==> src/rtl/history_match_pkg.sv <==
// Shared types for the history match buffer: search FSM states and the
// result record produced by the scanner.
package history_match_pkg;

    // Widest index the shared result record can carry (DEPTH up to 2**16).
    localparam int MAX_AW = 16;

    typedef enum logic [1:0] {
        IDLE = 2'd0,
        SCAN = 2'd1,
        DONE = 2'd2
    } state_t;

    typedef struct packed {
        logic              hit;
        logic [MAX_AW-1:0] idx;
        logic [MAX_AW:0]   count;
    } result_t;

endpackage

==> src/rtl/history_match_scanner.sv <==
// Compare/count datapath: holds the query key and accumulates hit, first
// matching index and match count while the FSM steps through the buffer.
module history_match_scanner
    import history_match_pkg::*;
#(
    parameter  int WIDTH = 8,
    parameter  int DEPTH = 16,
    localparam int AW    = $clog2(DEPTH)
) (
    input  logic             clk,
    input  logic             rst,
    input  logic             start,
    input  logic [WIDTH-1:0] key_in,
    input  logic             step,
    input  logic [AW-1:0]    cmp_idx,
    input  logic [WIDTH-1:0] cmp_data,
    output logic             hit,
    output logic [AW-1:0]    idx,
    output logic [AW:0]      count
);

    localparam logic [MAX_AW:0] CNT_ONE = 1;

    logic [WIDTH-1:0] key;
    result_t          res;
    logic             match;

    assign match = step && (cmp_data == key);

    // Capture the searched value when a query is accepted.
    always_ff @(posedge clk) begin
        if (start) begin
            key <= key_in;
        end
    end

    // Clear on a new query; record the first match index, count every match.
    always_ff @(posedge clk) begin
        if (rst || start) begin
            res <= '0;
        end else if (match) begin
            if (!res.hit) begin
                res.hit <= 1'b1;
                res.idx <= MAX_AW'(cmp_idx);
            end
            res.count <= res.count + CNT_ONE;
        end
    end

    assign hit   = res.hit;
    assign idx   = res.idx[AW-1:0];
    assign count = res.count[AW:0];

    // The shared record is wider than this instance needs; upper bits stay zero.
    logic unused_res_bits;
    assign unused_res_bits = ^res;

endmodule

==> src/rtl/history_match_buffer.sv <==
// Circular history buffer with a zero-latency read port and a sequential
// membership search that scans one entry per cycle.
module history_match_buffer
    import history_match_pkg::*;
#(
    parameter  int WIDTH = 8,
    parameter  int DEPTH = 16,
    localparam int AW    = $clog2(DEPTH)
) (
    input  logic             clk,
    input  logic             rst,
    input  logic             wr_en,
    input  logic [WIDTH-1:0] wr_data,
    input  logic [AW-1:0]    rd_addr,
    output logic [WIDTH-1:0] rd_data,
    output logic [AW:0]      fill_count,
    output logic             full,
    input  logic             query_valid,
    output logic             query_ready,
    input  logic [WIDTH-1:0] query_data,
    output logic             result_valid,
    input  logic             result_ready,
    output logic             result_hit,
    output logic [AW-1:0]    result_idx,
    output logic [AW:0]      result_count
);

    localparam logic [AW-1:0] PTR_ONE  = 1;
    localparam logic [AW:0]   CNT_ONE  = 1;
    localparam logic [AW:0]   CNT_FULL = (AW+1)'(DEPTH);

    logic [WIDTH-1:0] mem [DEPTH];
    logic [AW-1:0]    wr_ptr;
    state_t           state;
    logic [AW-1:0]    scan_idx;
    logic [AW:0]      scan_n;
    logic             accept;
    logic             scan_last;

    assign query_ready = (state == IDLE);
    assign accept      = query_valid && query_ready && !rst;
    assign scan_last   = ({1'b0, scan_idx} == (scan_n - CNT_ONE));
    assign full        = (fill_count == CNT_FULL);
    assign rd_data     = mem[rd_addr];

    // Storage write; contents are never cleared, reset only blocks the write.
    always_ff @(posedge clk) begin
        if (wr_en && !rst) begin
            mem[wr_ptr] <= wr_data;
        end
    end

    // Write pointer wraps naturally; fill count saturates once the ring is full.
    always_ff @(posedge clk) begin
        if (rst) begin
            wr_ptr     <= '0;
            fill_count <= '0;
        end else if (wr_en) begin
            wr_ptr <= wr_ptr + PTR_ONE;
            if (fill_count != CNT_FULL) begin
                fill_count <= fill_count + CNT_ONE;
            end
        end
    end

    // Search FSM: snapshot the entry count, walk indices 0..N-1, then present
    // the result one cycle after entering DONE and hold it until taken.
    always_ff @(posedge clk) begin
        if (rst) begin
            state        <= IDLE;
            result_valid <= 1'b0;
            scan_idx     <= '0;
            scan_n       <= '0;
        end else begin
            case (state)
                IDLE: begin
                    if (accept) begin
                        scan_n   <= fill_count;
                        scan_idx <= '0;
                        state    <= (fill_count == '0) ? DONE : SCAN;
                    end
                end
                SCAN: begin
                    scan_idx <= scan_idx + PTR_ONE;
                    if (scan_last) begin
                        state <= DONE;
                    end
                end
                DONE: begin
                    if (result_valid && result_ready) begin
                        state        <= IDLE;
                        result_valid <= 1'b0;
                    end else begin
                        result_valid <= 1'b1;
                    end
                end
                default: state <= IDLE;
            endcase
        end
    end

    // Compare path reads the entry as stored before any same-cycle write.
    history_match_scanner #(
        .WIDTH (WIDTH),
        .DEPTH (DEPTH)
    ) u_scanner (
        .clk      (clk),
        .rst      (rst),
        .start    (accept),
        .key_in   (query_data),
        .step     (state == SCAN),
        .cmp_idx  (scan_idx),
        .cmp_data (mem[scan_idx]),
        .hit      (result_hit),
        .idx      (result_idx),
        .count    (result_count)
    );

endmodule
==> config.mk <==
export PLATFORM = sky130hd
export DESIGN_NAME = history_match_buffer
export DESIGN_NICKNAME = d
export VERILOG_FILES = /design/src/rtl/history_match_pkg.sv /design/src/rtl/history_match_scanner.sv /design/src/rtl/history_match_buffer.sv
export SDC_FILE = /design/constraint.sdc
export NUM_CORES = 1
export LEC_CHECK = 0
export ABC_CLOCK_PERIOD_IN_PS = 3300
export CAP_MARGIN = 40
export CORE_ASPECT_RATIO = 1.25
export CORE_UTILIZATION = 57
export CTS_CLUSTER_DIAMETER = 40
export DETAILED_ROUTE_END_ITERATION = 8
export HOLD_SLACK_MARGIN = 0.06
export PLACE_DENSITY_LB_ADDON = 0.3
export SKIP_LAST_GASP = 1
export SLEW_MARGIN = 30
export SYNTH_ARGS = -nofsm -noshare
export SYNTH_HDL_FRONTEND = slang
export SYNTH_SLANG_ARGS = --single-unit
export TNS_END_PERCENT = 20
==> constraint.sdc <==
create_clock -name clk -period 3.3 [get_ports clk]
set_clock_uncertainty 0.15 [all_clocks]
set_input_delay 0.33 -clock clk [delete_from_list [all_inputs] [get_ports clk]]
set_output_delay 0.33 -clock clk [all_outputs]
set_load 0.02 [all_outputs]
=== Word-level counts from Yosys, hierarchy flattened ===
Memory sizes are Yosys's and may differ from the RTL's. A register that Yosys moved wholly into a read port is not among the register bits.
Cells that the tools add are included.

* Muxes and demuxes: 12
* Reduce and logical (&&, ||, !) cells: 15
* Add/sub/neg operators: 5
* Equal/unequal tests: 9
* Bitwise logic cells: 1

{| class="wikitable"
|+ Operators with widths
! kind !! count
|-
| $add 17x1->17 const B || 1
|-
| $mux 4 || 3
|-
| $add 4x1->4 const B || 2
|-
| $eq 8x8->1 || 1
|-
| $mux 2 || 4
|-
| $pmux 4 s2 || 1
|-
| $reduce_and 2->1 || 4
|-
| $pmux 2 s3 || 1
|-
| $add 5x1->5 const B || 1
|-
| $eq 4x5->1 || 1
|-
| $eq 5x5->1 const B || 1
|-
| $logic_and 1x1->1 || 5
|-
| $logic_not 5->1 || 1
|-
| $ne 5x5->1 const B || 1
|-
| $sub 5x1->5 const B || 1
|-
| $ne 2x2->1 const B || 2
|-
| $mux 1 || 3
|-
| $reduce_and 3->1 || 1
|-
| $eq 2x1->1 const B || 1
|-
| $eq 2x2->1 const B || 1
|-
| $logic_not 2->1 || 1
|-
| $ne 2x1->1 const B || 1
|-
| $reduce_bool 2->1 || 1
|-
| $logic_not 1->1 || 1
|-
| 2 further kinds || 2
|}

* Word-level logic and storage cells: 53
* Bits in registers: 51
* Output and inout port bits: 26
* RAM bits: 128
* Input bits: 25
* Memories kept: 1

{| class="wikitable"
|+ Memories
! name !! words !! width !! read ports !! clocked after memory_dff !! wr ports !! line !! text
|-
| mem || 16 || 8 || 2 || 1 || 1 || history_match_buffer.sv:32 || <nowiki>logic [WIDTH-1:0] mem [DEPTH];</nowiki>
|}

=== Depth between registers and ports, before layout ===
Gate-level depths: netlist of run 1.

* Word-level depth: 7
* Gate-level depth with buffers: 11
* Depth with buffers taken out: 9

=== Modules after synthesis ===
A second synthesis of run 1 with hierarchy kept.

* Cell total of the unflattened synthesis: 494
* Area, all modules: 8000.2 sq um

{| class="wikitable"
|+ Modules (own cells, without submodules)
! module !! cells an instance !! area an instance (sq um) !! instances
|-
| history_match_buffer || 423 || 7199.4 || 1
|-
| history_match_scanner || 71 || 800.8 || 1
|}

=== Worst setup path before layout of run 1 ===
No wires, ideal clock.

* Path kind: reg2reg
* Start: register with a tool-made name
* End: register u_scanner.count[0] (netlist name)
* Buffers on the path: 3
* Setup slack: 0.539 ns
* Required time: 3.080 ns
* Arrival: 2.541 ns
* Period minus slack after synthesis: 2.761 ns
* Cell stages (with the launch flop): 10
* Cell sequence: dfxtp_1 > buf_4 > buf_1 > mux4_2 > mux4_2 > xnor2_1 > nand3_1 > buf_2 > or3_1 > a21oi_1

==> results.json, run 1 <==
{
  "clockRootBuffer": "clkbuf_16",
  "max_slew.worst_pin.slew_ns": 0.649,
  "post_cts_resized": 0,
  "cts_max_path_buffers": 2,
  "status": "complete, no violations",
  "nFillCells": 846,
  "synthTopCellsByCount": "edfxtp_1, mux4_2, dfxtp_1, nor2_1",
  "synthTopCellsByArea": "edfxtp_1, mux4_2, dfxtp_1, mux2i_1, ha_1",
  "ys_seq_area_share_pct": 60.6,
  "dpl.cell_count": 678,
  "post_cts_buffers": 0,
  "num-nets-final": 560,
  "hold_path_class": "primary input to flop",
  "syn_to_final_growth_pct": 17.3,
  "wire_per_inst_um": 25.9,
  "r2r_slack_ns": 0.24,
  "die_y_um": 134,
  "crit_type": "flop to flop",
  "start_util_pct": 59.1,
  "whs_endpoint": "u_scanner.key[3]",
  "io_buffer_count": 50,
  "syn_nets": 500,
  "ff2ff_path_depth": 9,
  "grt_max_degree": 33,
  "hold_viol": 0,
  "final_core_util_pct": 69.3,
  "final_area_um2": 9260,
  "yosysWarnings": 0,
  "crit_required_ns": 3.51,
  "clk_latency_ns": 0.43,
  "ys_seq_elements": 171,
  "max_freq_ghz": 0.327,
  "place_congestion": 0.857,
  "synthDistinctLibCells": 43,
  "overflow": 0,
  "irDropWorstVdd_v": 0.000342,
  "power.density_nw_per_um2": 504,
  "io_pins": 51,
  "synth_area_um2": 7890,
  "yosysTopAreaCellShare_pct": 51.8,
  "fin_tns_setup_ns": 0,
  "drc_errors": 0,
  "numCtsBuffers": 17,
  "antenna_found_initial": 0,
  "fp.dieArea_um2": 14300,
  "drtIter0Drc": 398,
  "core_area_um2": 13300,
  "antennaDiodeCount": 0,
  "drive_gt1_share_pct": 23.6,
  "whs_path_depth": 1,
  "min-delay-start": "query_data[3]",
  "avgSynthCellArea_um2": 16.9,
  "r2r_end": "u_scanner.count[0]",
  "synth_most_common_cell": "edfxtp_1",
  "die_x_um": 107,
  "ys.flop_type": "edfxtp_1",
  "grt_pass1_vias": 4858,
  "clk_pin_slew_ns": 0.06,
  "synth-async-reset-ratio_pct": 0,
  "p_leak_uw": 0.00301,
  "fin_crit_sh_pct": 92.6,
  "firstDrtPassIters": 5,
  "via_per_inst": 6.51,
  "synth_edf_count": 136,
  "dpl_cell_area_um2": 8680,
  "rsz0062_at_grt": "no",
  "hold_buffers": 0,
  "row_count": 47,
  "crit_fanout": 22,
  "drv_slew": 0,
  "cap_violations": 0,
  "yosysTopAreaCell": "edfxtp_1",
  "synth_cells": 466,
  "grt_pass1_wl_um": 27900,
  "dp_hpwl_um": 11800,
  "maxSlewHeadroom_pct": 56.7,
  "power_uw": 4670,
  "stdcell_count": 710,
  "setup_viol": 0,
  "startpoint_type": "flop",
  "grt_use_total_pct": 27.9,
  "clkSinkCount": 171,
  "cts_tree": "yes",
  "h-tree-depth": 4,
  "routed_wl_um": 18400,
  "ant_nets": 0,
  "vias": 4622,
  "worstSetupEndpointType": "flop",
  "period_needed_ns": 3.06,
  "arrival_ns": 3.26
}
logic make-up after synthesis:
group | Yosys count | synth area share (%)
flops | 171 | 60.6
buf+inv | 38 | 2.22
simple gates | 94 | 6.29
xor+xnor | 21 | 2.43
fa+ha+maj | 9 | 1.43
compound gates | 44 | 3.66
mux | 89 | 23.3
registers in the layout, indices dropped and copies added, names as in the netlist, named ones only:
| register | cells |
|---|---|
| mem | 128 |
| state | 2 |
| wr_ptr | 4 |
| u_scanner.idx | 4 |
| scan_n | 5 |
| u_scanner.hit | 1 |
| result_valid | 1 |
| fill_count | 5 |
| scan_idx | 4 |
| u_scanner.count | 5 |
| u_scanner.key | 8 |
layer usage:
| layer | global-route usage, % | vias to the layer above | wire (µm) |
|---|---|---|---|
| li1 | - | 2003 | - |
| met1 | 33.4 | 2386 | 6520 |
| met2 | 47.4 | 202 | 9990 |
| met3 | 6.80 | 31 | 1290 |
| met4 | 13.1 | 0 | 585 |
| met5 | 0 | - | 0 |
worst max-delay path by stage:
stage | endpoint | start | slack, ns
floorplan | u_scanner.count[0] | flop | 0.54
global placement | u_scanner.count[0] | flop | 0.35
detailed placement | u_scanner.count[0] | flop | 0.26
CTS | u_scanner.count[0] | flop | 0.23
global route | u_scanner.count[3] | flop | 0.07
finish | u_scanner.count[0] | flop | 0.24
power by group:
group / switching (µW) / leakage, µW / total [µW] / internal, µW
clock network: 837 / 0.000287 / 1910 / 1070
logic: 190 / 0.00121 / 375 / 185
registers: 27.7 / 0.00151 / 2380 / 2350
total: 1050 / 0.00301 / 4670 / 3610
metrics by stage:
step | worst slack, ns | hold slack [ns]
floorplan | 0.539 | 0.279
global placement | 0.354 | 0.312
detailed placement | 0.257 | 0.315
CTS | 0.231 | 0.290
global route | 0.0733 | 0.289
finish | 0.243 | 0.303
cells in the final DEF (no fill, tap or decap), drive strengths merged, types with 2 or more instances in the layout:
cell / instances
nor2b: 5
dfxtp: 35
ha: 9
nor2: 23
and2: 16
nand3: 9
a22o: 3
clkinv: 8
nand3b: 3
a22oi: 3
mux2i: 13
and3: 3
inv: 13
edfxtp: 136
xnor2: 10
buf: 20
a21oi: 16
nand2: 14
xor2: 11
o21ai: 8
mux4: 75
o31ai: 7
nor3: 2
nand4: 9
clkdlybuf4s50: 49
or4: 4
nand2b: 2
clkbuf: 20
cell type report:
class / count / area (µm²) / area share [%]
clock buffer: 20 / 489 / 5.29
sequential: 171 / 4780 / 51.7
clock inverter: 12 / 85.1 / 0.919
multi-input combinational: 257 / 2930 / 31.7
inverter: 10 / 37.5 / 0.406
tap: 171 / 214 / 2.31
timing repair buffer: 69 / 713 / 7.71
critical path, stage by stage, from the launching register on:
cell	delay (ns)
dfxtp_1	0.35
buf_12	0.21
mux4_2	0.53
mux2i_1	0.26
xnor2_1	0.12
o41ai_2	0.38
nand4_1	0.27
buf_4	0.25
or3_1	0.31
a21oi_1	0.14
No activity file was read; power rests on OpenSTA's default activity.
==> run 2, diff against run 1 <==
- ABC_CLOCK_PERIOD_IN_PS: 3300 -> 3100
- CELL_PAD_IN_SITES_DETAIL_PLACEMENT: unset -> 1
- CELL_PAD_IN_SITES_GLOBAL_PLACEMENT: unset -> 1
- CORE_UTILIZATION: 57 -> 51
- clock period: 3.3 -> 3.1 ns (I/O delays scaled with it)
==> run 2 against run 1 <==
- maximum frequency up 2.3%
- critical endpoint is now u_scanner.count[3]
- combinational power increased by 15%
- first-iteration DRC count shrank 1.3%
- sequential share of layout area shrank 1.0 points
==> results.json, run 2 (synthesis gave the netlist of run 1 again) <==
{
  "status": "complete, no violations",
  "arrival_ns": 3.18,
  "overflow": 0,
  "ant_nets": 0,
  "clk_pin_slew_ns": 0.06,
  "via_per_inst": 6.28,
  "drive_gt1_share_pct": 25.8,
  "ff2ff_path_depth": 7,
  "grt_pass1_wl_um": 31800,
  "start_util_pct": 52.3,
  "mostFrequentLayoutCells": "edfxtp_1, mux4_2, clkdlybuf4s50_1",
  "grt_max_degree": 33,
  "io_pins": 51,
  "rsz0062_at_grt": "no",
  "place_congestion": 0.823,
  "irDropWorstVdd_v": 0.000504,
  "crit_required_ns": 3.29,
  "drtIter0Drc": 393,
  "dpl_worst_slack_ns": -0.0290,
  "wire_per_inst_um": 28.3,
  "numCtsBuffers": 17,
  "cap_violations": 0,
  "crit_type": "flop to flop",
  "grt_use_total_pct": 28.6,
  "vias": 4762,
  "io_buffer_count": 50,
  "max_slew.worst_pin.slew_ns": 0.745,
  "max_freq_ghz": 0.335,
  "grt_pass1_vias": 5136,
  "clkSinkCount": 171,
  "maxSlewHeadroom_pct": 50.3,
  "hold_viol": 0,
  "cts_max_path_buffers": 2,
  "regMostFlops": "mem",
  "h-tree-depth": 4,
  "drv_slew": 0,
  "firstDrtPassIters": 5,
  "fin_crit_sh_pct": 96.4,
  "die_y_um": 141,
  "worstSetupEndpointType": "flop",
  "syn_to_final_growth_pct": 19.8,
  "crit_fanout": 7,
  "nFillCells": 1345,
  "r2r_end": "u_scanner.count[3]",
  "antenna_found_initial": 0,
  "setup_ws_ns": 0.111,
  "num-nets-final": 571,
  "fp.dieArea_um2": 16000,
  "layout_commonest_cell": "edfxtp_1",
  "dpl.cell_count": 718,
  "biggestRegsByFlops": "mem (128), u_scanner.key (8)",
  "startpoint_type": "flop",
  "antennaDiodeCount": 0,
  "critical_path.cell_chain": "buf_12 -> mux4_1 -> mux4_2 -> xnor2_2 -> nand3_2 -> or4_1 -> a21oi_1",
  "power.density_nw_per_um2": 528,
  "clockRootBuffer": "clkbuf_16",
  "cts_tree": "yes",
  "drc_errors": 0,
  "cp-endpoint": "u_scanner.count[3]",
  "period_needed_ns": 2.99,
  "hold_buffers": 0,
  "stdcell_count": 758,
  "max_stage_delay_ns": 0.54,
  "row_count": 50,
  "die_x_um": 113,
  "hold_path_class": "primary input to flop",
  "setup_viol": 0,
  "routed_wl_um": 21400,
  "dp_hpwl_um": 13700,
  "clk_latency_ns": 0.43,
  "largest_register_ffs": 128,
  "p_leak_uw": 0.00308,
  "r2r_slack_ns": 0.11,
  "core_area_um2": 15100,
  "cpMaxStageDelayCell": "mux4_1",
  "fin_tns_setup_ns": 0
}
==> run 2: how the worst min path moves through the flow <==
stage / start / endpoint / cells past startpoint
after floorplan: wr_data[0] / mem[0][0] / 0
after global placement: u_scanner.idx[0] / u_scanner.idx[0] / 2
after detailed placement: u_scanner.idx[3] / u_scanner.idx[3] / 2
after CTS: query_data[4] / u_scanner.key[4] / 1
after global routing: query_data[3] / u_scanner.key[3] / 1
final: query_data[4] / u_scanner.key[4] / 1
==> run 2: critical path, delay by kind of cell (launching register included) <==
kind / cells / cell delay, ns
XOR/XNOR: 1 / 0.22
AND/OR/NAND/NOR: 2 / 0.74
multiplexers: 2 / 1.08
flip-flops: 1 / 0.39
buffers and inverters: 1 / 0.13
AO/OA/AOI/OAI: 1 / 0.18
==> run 2: routing by layer <==
layer / routed length (µm) / up-vias / part of all wire (%) / GRT usage, %
met2: 11500 / 180 / 54 / 49.8
met5: 0 / - / 0 / 0
li1: - / 2024 / - / -
met1: 7970 / 2504 / 37 / 34.5
met4: 835 / 0 / 3.9 / 13.2
met3: 1140 / 54 / 5.3 / 5.25
==> run 2: cell type report <==
| class | count | area (µm²) | share of cell area, % |
|---|---|---|---|
| flip-flops and latches | 171 | 4790 | 50.7 |
| well taps | 208 | 260 | 2.75 |
| inverters | 10 | 37.5 | 0.397 |
| clock inverters | 7 | 66.3 | 0.702 |
| clock buffers | 25 | 485 | 5.14 |
| multi-input cells | 257 | 2970 | 31.4 |
| repair buffers | 80 | 841 | 8.89 |
==> run 2: timing repair <==
| item | 4_1_cts | 5_1_grt |
|---|---|---|
| resized for setup | 5 | 10 |
| pin swaps | 0 | 2 |
| setup endpoints to repair | 5 | 4 |
| buffers inserted | 2 | 5 |
| gates cloned | 0 | 1 |
==> run 2: power by group <==
| group | internal [µW] | switching (µW) |
|---|---|---|
| sequential | 2510 | 32.9 |
| combinational | 209 | 221 |
| clock | 1170 | 852 |
| total | 3880 | 1110 |
==> run 2: stage by stage <==
| step | hold slack, ns | util [%] | power, µW | instance area, µm² |
|---|---|---|---|---|
| 5_1_grt | 0.285 | 62.7 | 5100 | 9450 |
| 4_1_cts | 0.287 | 62.0 | 5000 | 9350 |
| 2_1_floorplan | 0.259 | - | 2820 | 7890 |
| 6_report | 0.298 | 62.7 | 4990 | 9450 |
| 3_5_place_dp | 0.340 | 58.0 | 3000 | 8750 |
| 3_3_place_gp | 0.316 | 58.0 | 2980 | 8750 |
